===== src/rtl/cmd_script_seq_pkg.sv =====
// Shared types and constants for the MazeRunner command script sequencer.
// Holds the controller state encoding, the failure causes and the command opcodes.
package cmd_script_seq_pkg;

  typedef enum logic [2:0] {
    S_IDLE,
    S_LOAD,
    S_SEND,
    S_WAIT_SENT,
    S_WAIT_RESP,
    S_NEXT,
    S_FINISH
  } seq_state_t;

  typedef enum logic [1:0] {
    FC_NONE  = 2'b00,
    FC_NAK   = 2'b01,
    FC_TMO   = 2'b10,
    FC_ABORT = 2'b11
  } fail_code_t;

  localparam logic [7:0] ACK_VAL_DEF = 8'hA5;

  // MazeRunner opcodes occupy the top nibble of a 16-bit command.
  localparam logic [3:0] OP_CAL   = 4'h0;
  localparam logic [3:0] OP_HDNG  = 4'h2;
  localparam logic [3:0] OP_MOVE  = 4'h4;
  localparam logic [3:0] OP_SOLVE = 4'h6;

  function automatic logic [15:0] mk_cmd(input logic [3:0] op, input logic [11:0] arg);
    return {op, arg};
  endfunction

endpackage


===== src/rtl/cmd_script_seq_script_ram.sv =====
// Script storage: one write port, one registered read port.
// Deliberately unreset so a loaded script survives rst_n.
module cmd_script_seq_script_ram #(
  parameter int DEPTH = 8,
  parameter int W     = 20
) (
  input  logic                     clk,
  input  logic                     we,
  input  logic [$clog2(DEPTH)-1:0] waddr,
  input  logic [W-1:0]             wdata,
  input  logic [$clog2(DEPTH)-1:0] raddr,
  output logic [W-1:0]             rdata
);

  logic [W-1:0] mem [DEPTH];
  logic [W-1:0] rdata_q;

  always_ff @(posedge clk) begin
    if (we) mem[waddr] <= wdata;
    rdata_q <= mem[raddr];
  end

  assign rdata = rdata_q;

endmodule


===== src/rtl/cmd_script_seq.sv =====
// Plays a stored script of commands into RemoteComm, checking each for an ACK
// within a per-entry timeout, with bounded retry. Reports pass / failing entry / cause.
module cmd_script_seq
  import cmd_script_seq_pkg::*;
#(
  parameter int          DEPTH     = 8,
  parameter int          CMD_W     = 16,
  parameter int          RESP_W    = 8,
  parameter logic [RESP_W-1:0] ACK_VAL = RESP_W'(ACK_VAL_DEF),
  parameter int          TO_BASE   = 10,
  parameter int          MAX_RETRY = 1
) (
  input  logic                     clk,
  input  logic                     rst_n,
  input  logic                     wr_en,
  input  logic [$clog2(DEPTH)-1:0] wr_addr,
  input  logic [CMD_W+3:0]         wr_data,
  input  logic [$clog2(DEPTH):0]   len,
  input  logic                     start,
  input  logic                     abort,
  output logic [CMD_W-1:0]         cmd,
  output logic                     send_cmd,
  input  logic                     cmd_sent,
  input  logic                     resp_rdy,
  input  logic [RESP_W-1:0]        resp,
  output logic                     busy,
  output logic                     done,
  output logic                     pass,
  output logic [$clog2(DEPTH)-1:0] fail_idx,
  output logic [1:0]               fail_code
);

  localparam int AW = $clog2(DEPTH);
  localparam int TW = TO_BASE + 15;
  localparam logic [1:0] MAX_R = MAX_RETRY[1:0];

  seq_state_t       state_q, state_d;
  logic [AW-1:0]    idx_q, idx_d;
  logic [AW:0]      len_q, len_d;
  logic [1:0]       retry_q, retry_d;
  logic [TW-1:0]    timer_q, timer_d;
  logic [CMD_W-1:0] cmd_q, cmd_d;
  logic             send_q, send_d;
  logic             busy_q, busy_d;
  logic             done_q, done_d;
  logic             pass_q, pass_d;
  logic [AW-1:0]    fail_idx_q, fail_idx_d;
  fail_code_t       fail_code_q, fail_code_d;

  logic [CMD_W+3:0] rd_data;
  logic [3:0]       rd_exp;
  logic [TW-1:0]    tmo_load;
  logic             ram_we;

  // Writes only land while idle, so the script cannot change under a run.
  assign ram_we = wr_en && (state_q == S_IDLE);

  cmd_script_seq_script_ram #(.DEPTH(DEPTH), .W(CMD_W + 4)) u_ram (
    .clk   (clk),
    .we    (ram_we),
    .waddr (wr_addr),
    .wdata (wr_data),
    .raddr (idx_q),
    .rdata (rd_data)
  );

  assign rd_exp = rd_data[CMD_W+3:CMD_W];
  // 2^(TO_BASE+exp)-1; the exp=15 case shifts everything out and yields all ones.
  assign tmo_load = ~({TW{1'b1}} << (TO_BASE + int'(rd_exp)));

  always_comb begin
    state_d     = state_q;
    idx_d       = idx_q;
    len_d       = len_q;
    retry_d     = retry_q;
    timer_d     = timer_q;
    cmd_d       = cmd_q;
    send_d      = 1'b0;
    pass_d      = pass_q;
    fail_idx_d  = fail_idx_q;
    fail_code_d = fail_code_q;

    case (state_q)
      S_IDLE: begin
        if (start) begin
          pass_d      = 1'b0;
          fail_code_d = FC_NONE;
          fail_idx_d  = '0;
          idx_d       = '0;
          len_d       = len;
          if (len == '0) begin
            pass_d  = 1'b1;
            state_d = S_FINISH;
          end else begin
            state_d = S_LOAD;
          end
        end
      end
      S_LOAD: begin
        retry_d = '0;
        state_d = S_SEND;
      end
      S_SEND: begin
        cmd_d   = rd_data[CMD_W-1:0];
        send_d  = 1'b1;
        timer_d = tmo_load;
        state_d = S_WAIT_SENT;
      end
      S_WAIT_SENT, S_WAIT_RESP: begin
        timer_d = timer_q - 1'b1;
        if ((state_q == S_WAIT_RESP) && resp_rdy) begin
          if (resp == ACK_VAL) begin
            state_d = S_NEXT;
          end else begin
            fail_code_d = FC_NAK;
            fail_idx_d  = idx_q;
            state_d     = S_FINISH;
          end
        end else if (timer_q == '0) begin
          if (retry_q < MAX_R) begin
            retry_d = retry_q + 1'b1;
            state_d = S_SEND;
          end else begin
            fail_code_d = FC_TMO;
            fail_idx_d  = idx_q;
            state_d     = S_FINISH;
          end
        end else if ((state_q == S_WAIT_SENT) && cmd_sent) begin
          state_d = S_WAIT_RESP;
        end
      end
      S_NEXT: begin
        if ({1'b0, idx_q} == (len_q - 1'b1)) begin
          pass_d  = 1'b1;
          state_d = S_FINISH;
        end else begin
          idx_d   = idx_q + 1'b1;
          state_d = S_LOAD;
        end
      end
      S_FINISH: state_d = S_IDLE;
      default:  state_d = S_IDLE;
    endcase

    // Abort overrides whatever the step above decided, including a pending send.
    if (abort && (state_q != S_IDLE) && (state_q != S_FINISH)) begin
      state_d     = S_FINISH;
      send_d      = 1'b0;
      cmd_d       = cmd_q;
      pass_d      = 1'b0;
      fail_code_d = FC_ABORT;
      fail_idx_d  = idx_q;
    end

    done_d = (state_d == S_FINISH);
    busy_d = (state_d != S_IDLE);
  end

  always_ff @(posedge clk or negedge rst_n) begin
    if (!rst_n) begin
      state_q     <= S_IDLE;
      idx_q       <= '0;
      len_q       <= '0;
      retry_q     <= '0;
      timer_q     <= '0;
      cmd_q       <= '0;
      send_q      <= 1'b0;
      busy_q      <= 1'b0;
      done_q      <= 1'b0;
      pass_q      <= 1'b0;
      fail_idx_q  <= '0;
      fail_code_q <= FC_NONE;
    end else begin
      state_q     <= state_d;
      idx_q       <= idx_d;
      len_q       <= len_d;
      retry_q     <= retry_d;
      timer_q     <= timer_d;
      cmd_q       <= cmd_d;
      send_q      <= send_d;
      busy_q      <= busy_d;
      done_q      <= done_d;
      pass_q      <= pass_d;
      fail_idx_q  <= fail_idx_d;
      fail_code_q <= fail_code_d;
    end
  end

  assign cmd       = cmd_q;
  assign send_cmd  = send_q;
  assign busy      = busy_q;
  assign done      = done_q;
  assign pass      = pass_q;
  assign fail_idx  = fail_idx_q;
  assign fail_code = fail_code_q;

endmodule


===== config.mk =====
export PLATFORM = sky130hd
export DESIGN_NAME = cmd_script_seq
export DESIGN_NICKNAME = d
export VERILOG_FILES = /design/src/rtl/cmd_script_seq_pkg.sv /design/src/rtl/cmd_script_seq_script_ram.sv /design/src/rtl/cmd_script_seq.sv
export SDC_FILE = /design/constraint.sdc
export NUM_CORES = 1
export LEC_CHECK = 0
export ABC_AREA = 0
export BUFFER_PORTS_ARGS = -buffer_cell sky130_fd_sc_hd__buf_2
export CORE_UTILIZATION = 53
export DETAILED_ROUTE_END_ITERATION = 7
export PLACE_DENSITY = 0.74
export SYNTH_ARGS = -nofsm -noshare
export SYNTH_HDL_FRONTEND = slang
export SYNTH_SLANG_ARGS = --single-unit

===== constraint.sdc =====
create_clock -name clk -period 2.81 [get_ports clk]
set_input_delay 0.281 -clock clk [delete_from_list [all_inputs] [get_ports clk]]
set_output_delay 0.281 -clock clk [all_outputs]
set_load 0.05 [all_outputs]

# Word-level counts from Yosys, hierarchy flattened
# Memory sizes are Yosys's and may differ from the RTL's. A register that Yosys moved wholly into a read port is not among the register bits.
# Cells that the tools add are included.
[totals] ff_bits=62 latchBits=0 ramBits=160 romBits=0 in_bits=42 out_inout_bits=25 wordCells=103 memories=1
[classes] n_addsub=5 n_mul=0 div_mod_pow=0 magnitude_cmp=1 eq_ne=19 shift=1 mux=40 bitwise=2 reduce_logical=22
[mem_list] name="u_ram.mem" words=8 width=20 read_ports=1 rd_ports_with_merged_regs=1 wr=1 line="cmd_script_seq_script_ram.sv:15" source="logic [W-1:0] mem [DEPTH];"
[ops] operator="25-bit case mux with 2 select lines" count=1
[ops] operator="3-bit 2-to-1 mux" count=15
[ops] operator="25-bit logical NOT" count=1
[ops] operator="25-bit NOT" count=1
[ops] operator="25-bit by 5-bit left shift with 25-bit output, first input constant" count=1
[ops] operator="25-bit by 1-bit subtractor with 25-bit output, second input constant" count=1
[ops] operator="2-bit 2-to-1 mux" count=10
[ops] operator="3-bit case mux with 5 select lines" count=1
[ops] operator="4-bit inequality test, second input constant" count=3
[ops] operator="3-bit case mux with 2 select lines" count=2
[ops] operator="3-bit nonzero test" count=4
[ops] operator="2-bit inequality test, second input constant" count=5
[ops] operator="3-bit equality test, second input constant" count=3
[ops] operator="8-bit equality test, second input constant" count=1
[ops] operator="1-bit 2-to-1 mux" count=8
[ops] operator="2-bit case mux with 2 select lines" count=2
[ops] operator="3-bit by 2-bit equality test with 1-bit output, second input constant" count=2
[ops] operator="3-bit inequality test, second input constant" count=2
[ops] operator="3-bit AND reduction" count=2
[ops] operator="2-bit nonzero test" count=3
[ops] operator="4-bit by 4-bit adder with 5-bit output, first input constant" count=1
[ops] operator="1-bit logical AND" count=5
[ops] operator="5-bit AND reduction" count=1
[ops] operator="3-bit by 4-bit equality test with 1-bit output" count=1
[ops] operator="13 further kinds" count=14

# Logic depth before layout (Yosys ltp)
[logic_depth] ltp_word=8 mapped_depth=10 ltp_nobuf=9

# Hierarchy
# From an unflattened synthesis, not the netlist that was laid out.
[hier_totals] cells_unflattened=622 area_unflattened_um2=10058.4
[by_module_without_submodules] module="cmd_script_seq_script_ram" instances=1 cells_each=264 area_per_inst_um2=6612.6 seq_area_each_um2=5205.0
[by_module_without_submodules] module="cmd_script_seq" instances=1 cells_each=358 area_per_inst_um2=3445.8 seq_area_each_um2=1551.5

# Worst setup path before layout
# Ideal clock, no wire load.
[synth_path] path_kind="reg-to-reg" from="reg state_q[1]" to="mem u_ram.mem[1][0], enable pin" setup_ns=0.422 arrival_ns=2.415 t_required_ns=2.388 slack_ns=-0.027 path_stages_with_launch=5 n_path_buf=1 period_less_slack_ns=2.837 path_cell_list="dfrtp_1 -> clkbuf_1 -> nor3_1 -> nand3_1 -> nor3_1"
[synth_between] elab_chain_cells=4
[synth_rtl] item="start: declaration" line="cmd_script_seq.sv:37" source="seq_state_t state_q, state_d;"
[synth_rtl] item="start signal: assignment" line="cmd_script_seq.sv:174" source="state_q <= state_d;"
[synth_rtl] item="3-bit logical NOT" line="cmd_script_seq.sv:56" source="assign ram_we = wr_en && (state_q == S_IDLE);"
[synth_rtl] item="1-bit logical AND" line="cmd_script_seq.sv:56"
[synth_rtl] item="1-bit 2-to-1 mux" line="cmd_script_seq_script_ram.sv:19" source="if (we) mem[waddr] <= wdata;"
[synth_rtl] item="1-bit 2-to-1 mux (not written as such)" line="cmd_script_seq_script_ram.sv:19"
[synth_rtl] item="end: declaration" line="cmd_script_seq_script_ram.sv:15"
# No other way between the ends.

# Final worst setup path
[layout_path] from="reg timer_q[12]" to="reg busy_q, in the netlist busy"
[layout_between] elab_chain_cells=6
[layout_rtl] item="start: declaration" line="cmd_script_seq.sv:41" source="logic [TW-1:0] timer_q, timer_d;"
[layout_rtl] item="start signal: assignment" line="cmd_script_seq.sv:178" source="timer_q <= timer_d;"
[layout_rtl] item="25-bit logical NOT" line="cmd_script_seq.sv:119" source="end else if (timer_q == '0) begin"
[layout_rtl] item="3-bit 2-to-1 mux" line="cmd_script_seq.sv:119"
[layout_rtl] item="3-bit 2-to-1 mux" line="cmd_script_seq.sv:111" source="if ((state_q == S_WAIT_RESP) && resp_rdy) begin"
[layout_rtl] item="3-bit case mux with 5 select lines" line="cmd_script_seq.sv:83" source="case (state_q)"
[layout_rtl] item="3-bit 2-to-1 mux" line="cmd_script_seq.sv:146" source="if (abort && (state_q != S_IDLE) && (state_q != S_FINISH)) begin"
[layout_rtl] item="named net state_d[0]" line="cmd_script_seq.sv:37"
[layout_rtl] item="3-bit nonzero test" line="cmd_script_seq.sv:156" source="busy_d = (state_d != S_IDLE);"
[layout_rtl] item="named net busy_d" line="cmd_script_seq.sv:44" source="logic busy_q, busy_d;"
[layout_rtl] item="end signal: assignment" line="cmd_script_seq.sv:181" source="busy_q <= busy_d;"
[layout_rtl] item="end: declaration" line="cmd_script_seq.sv:44"
# The timed path passes the listed nets, and every way through them passes these cells.
# A chain may end at the register's enable or synchronous reset.

==> flow_summary.ini <==
[run_status]
status = completed

[floorplanning]
die_area_um2 = 19800
die_h_um = 141
num_io_pins = 67
start_util = 0.542
die_w_um = 141
core-area_um2 = 18800
rows = 50

[route]
via_count = 6392
ant_nets = 0
drt_iter0_drc = 535
drc = 0
wire_per_inst_um = 21.1
routed_wl_um = 21900
drt_first_pass_iters = 7
viasPerCell = 6.16

[grt]
grt_pass1_wl_um = 35400
grt_pass1_vias = 6701
grt_max_degree = 45
gr-total-overflow = 0
antenna_found_initial = 1
grt_util_all_layers = 0.233

[cts]
cts_max_level = 1
cts_root_buffer = clkbuf_16
clockBufferDepth = 3
cts_setup_buffers = 0
cts.sinks = 242
path_clk_slew_ps = 60
numCtsBuffers = 25
insertion_delay_ps = 540
cts_tree = built

[power_and_ir_drop]
clock_power_share = 0.257
swShare = 0.362
total_leakage_power_uw = 0.00423
p_per_area_nw_per_um2 = 1060
seq_power_share = 0.391
netSwitchingPower_uw = 4520
ir_worst_vdd_mv = 0.611
p_int_uw = 7970
share_comb_of_total_power = 0.353

[yosys]
yosysTopAreaCellShare = 0.472
synth.ff_latch_count = 242
syn_inst = 696
synth.avg_cell_area_um2 = 14.6
ys_warn_count = 0
ys_async_sr_fraction = 0.256
synth-edff-count = 160
synth_area_leader_cell = edfxtp_1
synth_most_common_cell = edfxtp_1
synth_ff_type = edfxtp_1
synth_area_leaders = edfxtp_1, dfrtp_1, mux4_2
synth.distinct_cells = 61
synthesis.nets = 747
seq_area_frac_synth = 0.664
netlist_area_um2 = 10200
synthTopCellsByCount = edfxtp_1, dfrtp_1, nand2_1

[sta]
slew_viol_final = 0
hold-worst-slack_ps = 11.0
tns_ps = 0
worst_slack_ps = 228
clock_skew_ps = 14.0
maxSlewHeadroom = 0.410
rsz0062_at_grt = no
fmax_mhz = 387
min_period_ps = 2580
finalSetupViolCount = 0
worst_pin_slew_ps = 882
post-route-period-util = 0.919
finalHoldViolCount = 0

[cells_and_area]
drive_above_1_share = 0.274
area_growth_pct = 15.7
final_net_count = 835
final_area_um2 = 11800
diodes = 0
fill_cells = 1347

[setup_path]
crit_fanout = 6
worst_setup_path_end_kind = flip-flop
cp.arrival_ps = 2980
required_ps = 3210
startpoint_type = flip-flop
crit_type = flip-flop to flip-flop
rrSetupSlack_ps = 230

[run]
drv_cap = 0

[placement]
dpl_cell_area_um2 = 10900
portBuffers = 66
place.gp.congestion = 0.903
dpl.hpwl_um = 13400
dp_slack_ps = 258

[worst_hold_path]
hold_path_class = input pin to flip-flop
[metal layers]
metal	share of wire	global-route usage	routed length (um)	up-vias
li1	-	-	-	2870
met1	0.40	0.292	8720	3192
met2	0.51	0.405	11100	257
met3	0.061	0.0448	1330	73
met5	0	0	0	-
met4	0.036	0.0875	798	0
[critical path: stages, from the launching register on]
cell and delay [ps]:
dfrtp_1 440, or3_4 380, or4_1 500, buf_4 210, nor4_4 270, or4_1 150, a31oi_1 130, or3_1 380
[cells in the final DEF, fill, tap and decap left out, drive strengths merged, types with 6 or more instances in the layout]
| cell | synthesis | final |
|---|---|---|
| a31oi | 8 | 8 |
| nor3 | 21 | 21 |
| o21ai | 54 | 54 |
| ha | 9 | 9 |
| nand2 | 52 | 52 |
| clkbuf | 28 | 30 |
| edfxtp | 160 | 160 |
| nand3 | 15 | 15 |
| dfrtp | 62 | 62 |
| dlygate4sd3 | 0 | 6 |
| a21oi | 32 | 32 |
| nor4 | 11 | 11 |
| dfxtp | 20 | 20 |
| a32oi | 6 | 6 |
| mux4 | 40 | 40 |
| mux2 | 41 | 41 |
| nor2 | 31 | 31 |
| clkinv | 0 | 13 |
| inv | 21 | 22 |
| buf | 9 | 92 |
[stage by stage]
stage / total power, uW / utilization / cells
6_report: 12500 / 0.627 / 1037
3_5_place_dp: 9260 / 0.581 / 985
5_1_grt: 13100 / 0.627 / 1037
2_1_floorplan: 8070 / - / 696
4_1_cts: 12500 / 0.627 / 1037
3_3_place_gp: 9120 / 0.581 / 985
[registers in the layout, summed over array words and instances, names as in the netlist]
signal       count
fail_idx         3
timer_q         25
retry_q          2
len_q            4
cmd             16
fail_code        2
send_cmd         1
pass             1
idx_q            3
state_q          3
done             1
u_ram.rdata     20
busy             1
u_ram.mem      160
[area by class of cell]
cell class | count | area [um^2] | area share
Sequential cell | 242 | 6760 | 0.574
Clock buffer | 30 | 664 | 0.0564
Timing Repair Buffer | 98 | 611 | 0.0519
Inverter | 21 | 78.8 | 0.00669
Tap cell | 234 | 293 | 0.0249
Clock inverter | 16 | 138 | 0.0117
Multi-Input combinational cell | 396 | 3230 | 0.274
[path summary, 6_finish.rpt]
| kind | from | depth (start not counted) | endpoint |
|---|---|---|---|
| setup / recovery | timer_q[12] | 7 | busy |
| hold / removal | wr_data[18] | 1 | u_ram.mem[7][18] |
| setup reg to reg | timer_q[12] | 7 | busy |
| hold reg to reg | u_ram.rdata[13] | 1 | cmd[13] |
| max in group asynchronous | rst_n | 3 | cmd[0] |
| min in group asynchronous | rst_n | 2 | state_q[0] |
[kinds of logic after synthesis]
family | after synthesis | synth area share
xor+xnor | 4 | 0.00344
simple gates | 170 | 0.0857
buf+inv | 58 | 0.0216
compound gates | 127 | 0.0758
fa+ha+maj | 9 | 0.0111
mux | 86 | 0.139
flops | 242 | 0.664
[power groups by stage]
| stage | Clock, uW | Sequential, uW | Combinational, uW |
|---|---|---|---|
| 5_1_grt | 3400 | 4950 | 4780 |
| 3_5_place_dp | 0 | 4930 | 4340 |
| 4_1_cts | 3260 | 4860 | 4380 |
| 2_1_floorplan | 0 | 5330 | 2740 |
| 6_report | 3210 | 4880 | 4410 |
| 3_3_place_gp | 0 | 4890 | 4230 |
[repair_timing]
action | CTS | global route
hold buffers | 6 | 0
gates resized for setup | 0 | 0
hold endpoints to repair | 39 | 0
(Power assumes the default switching activity.)
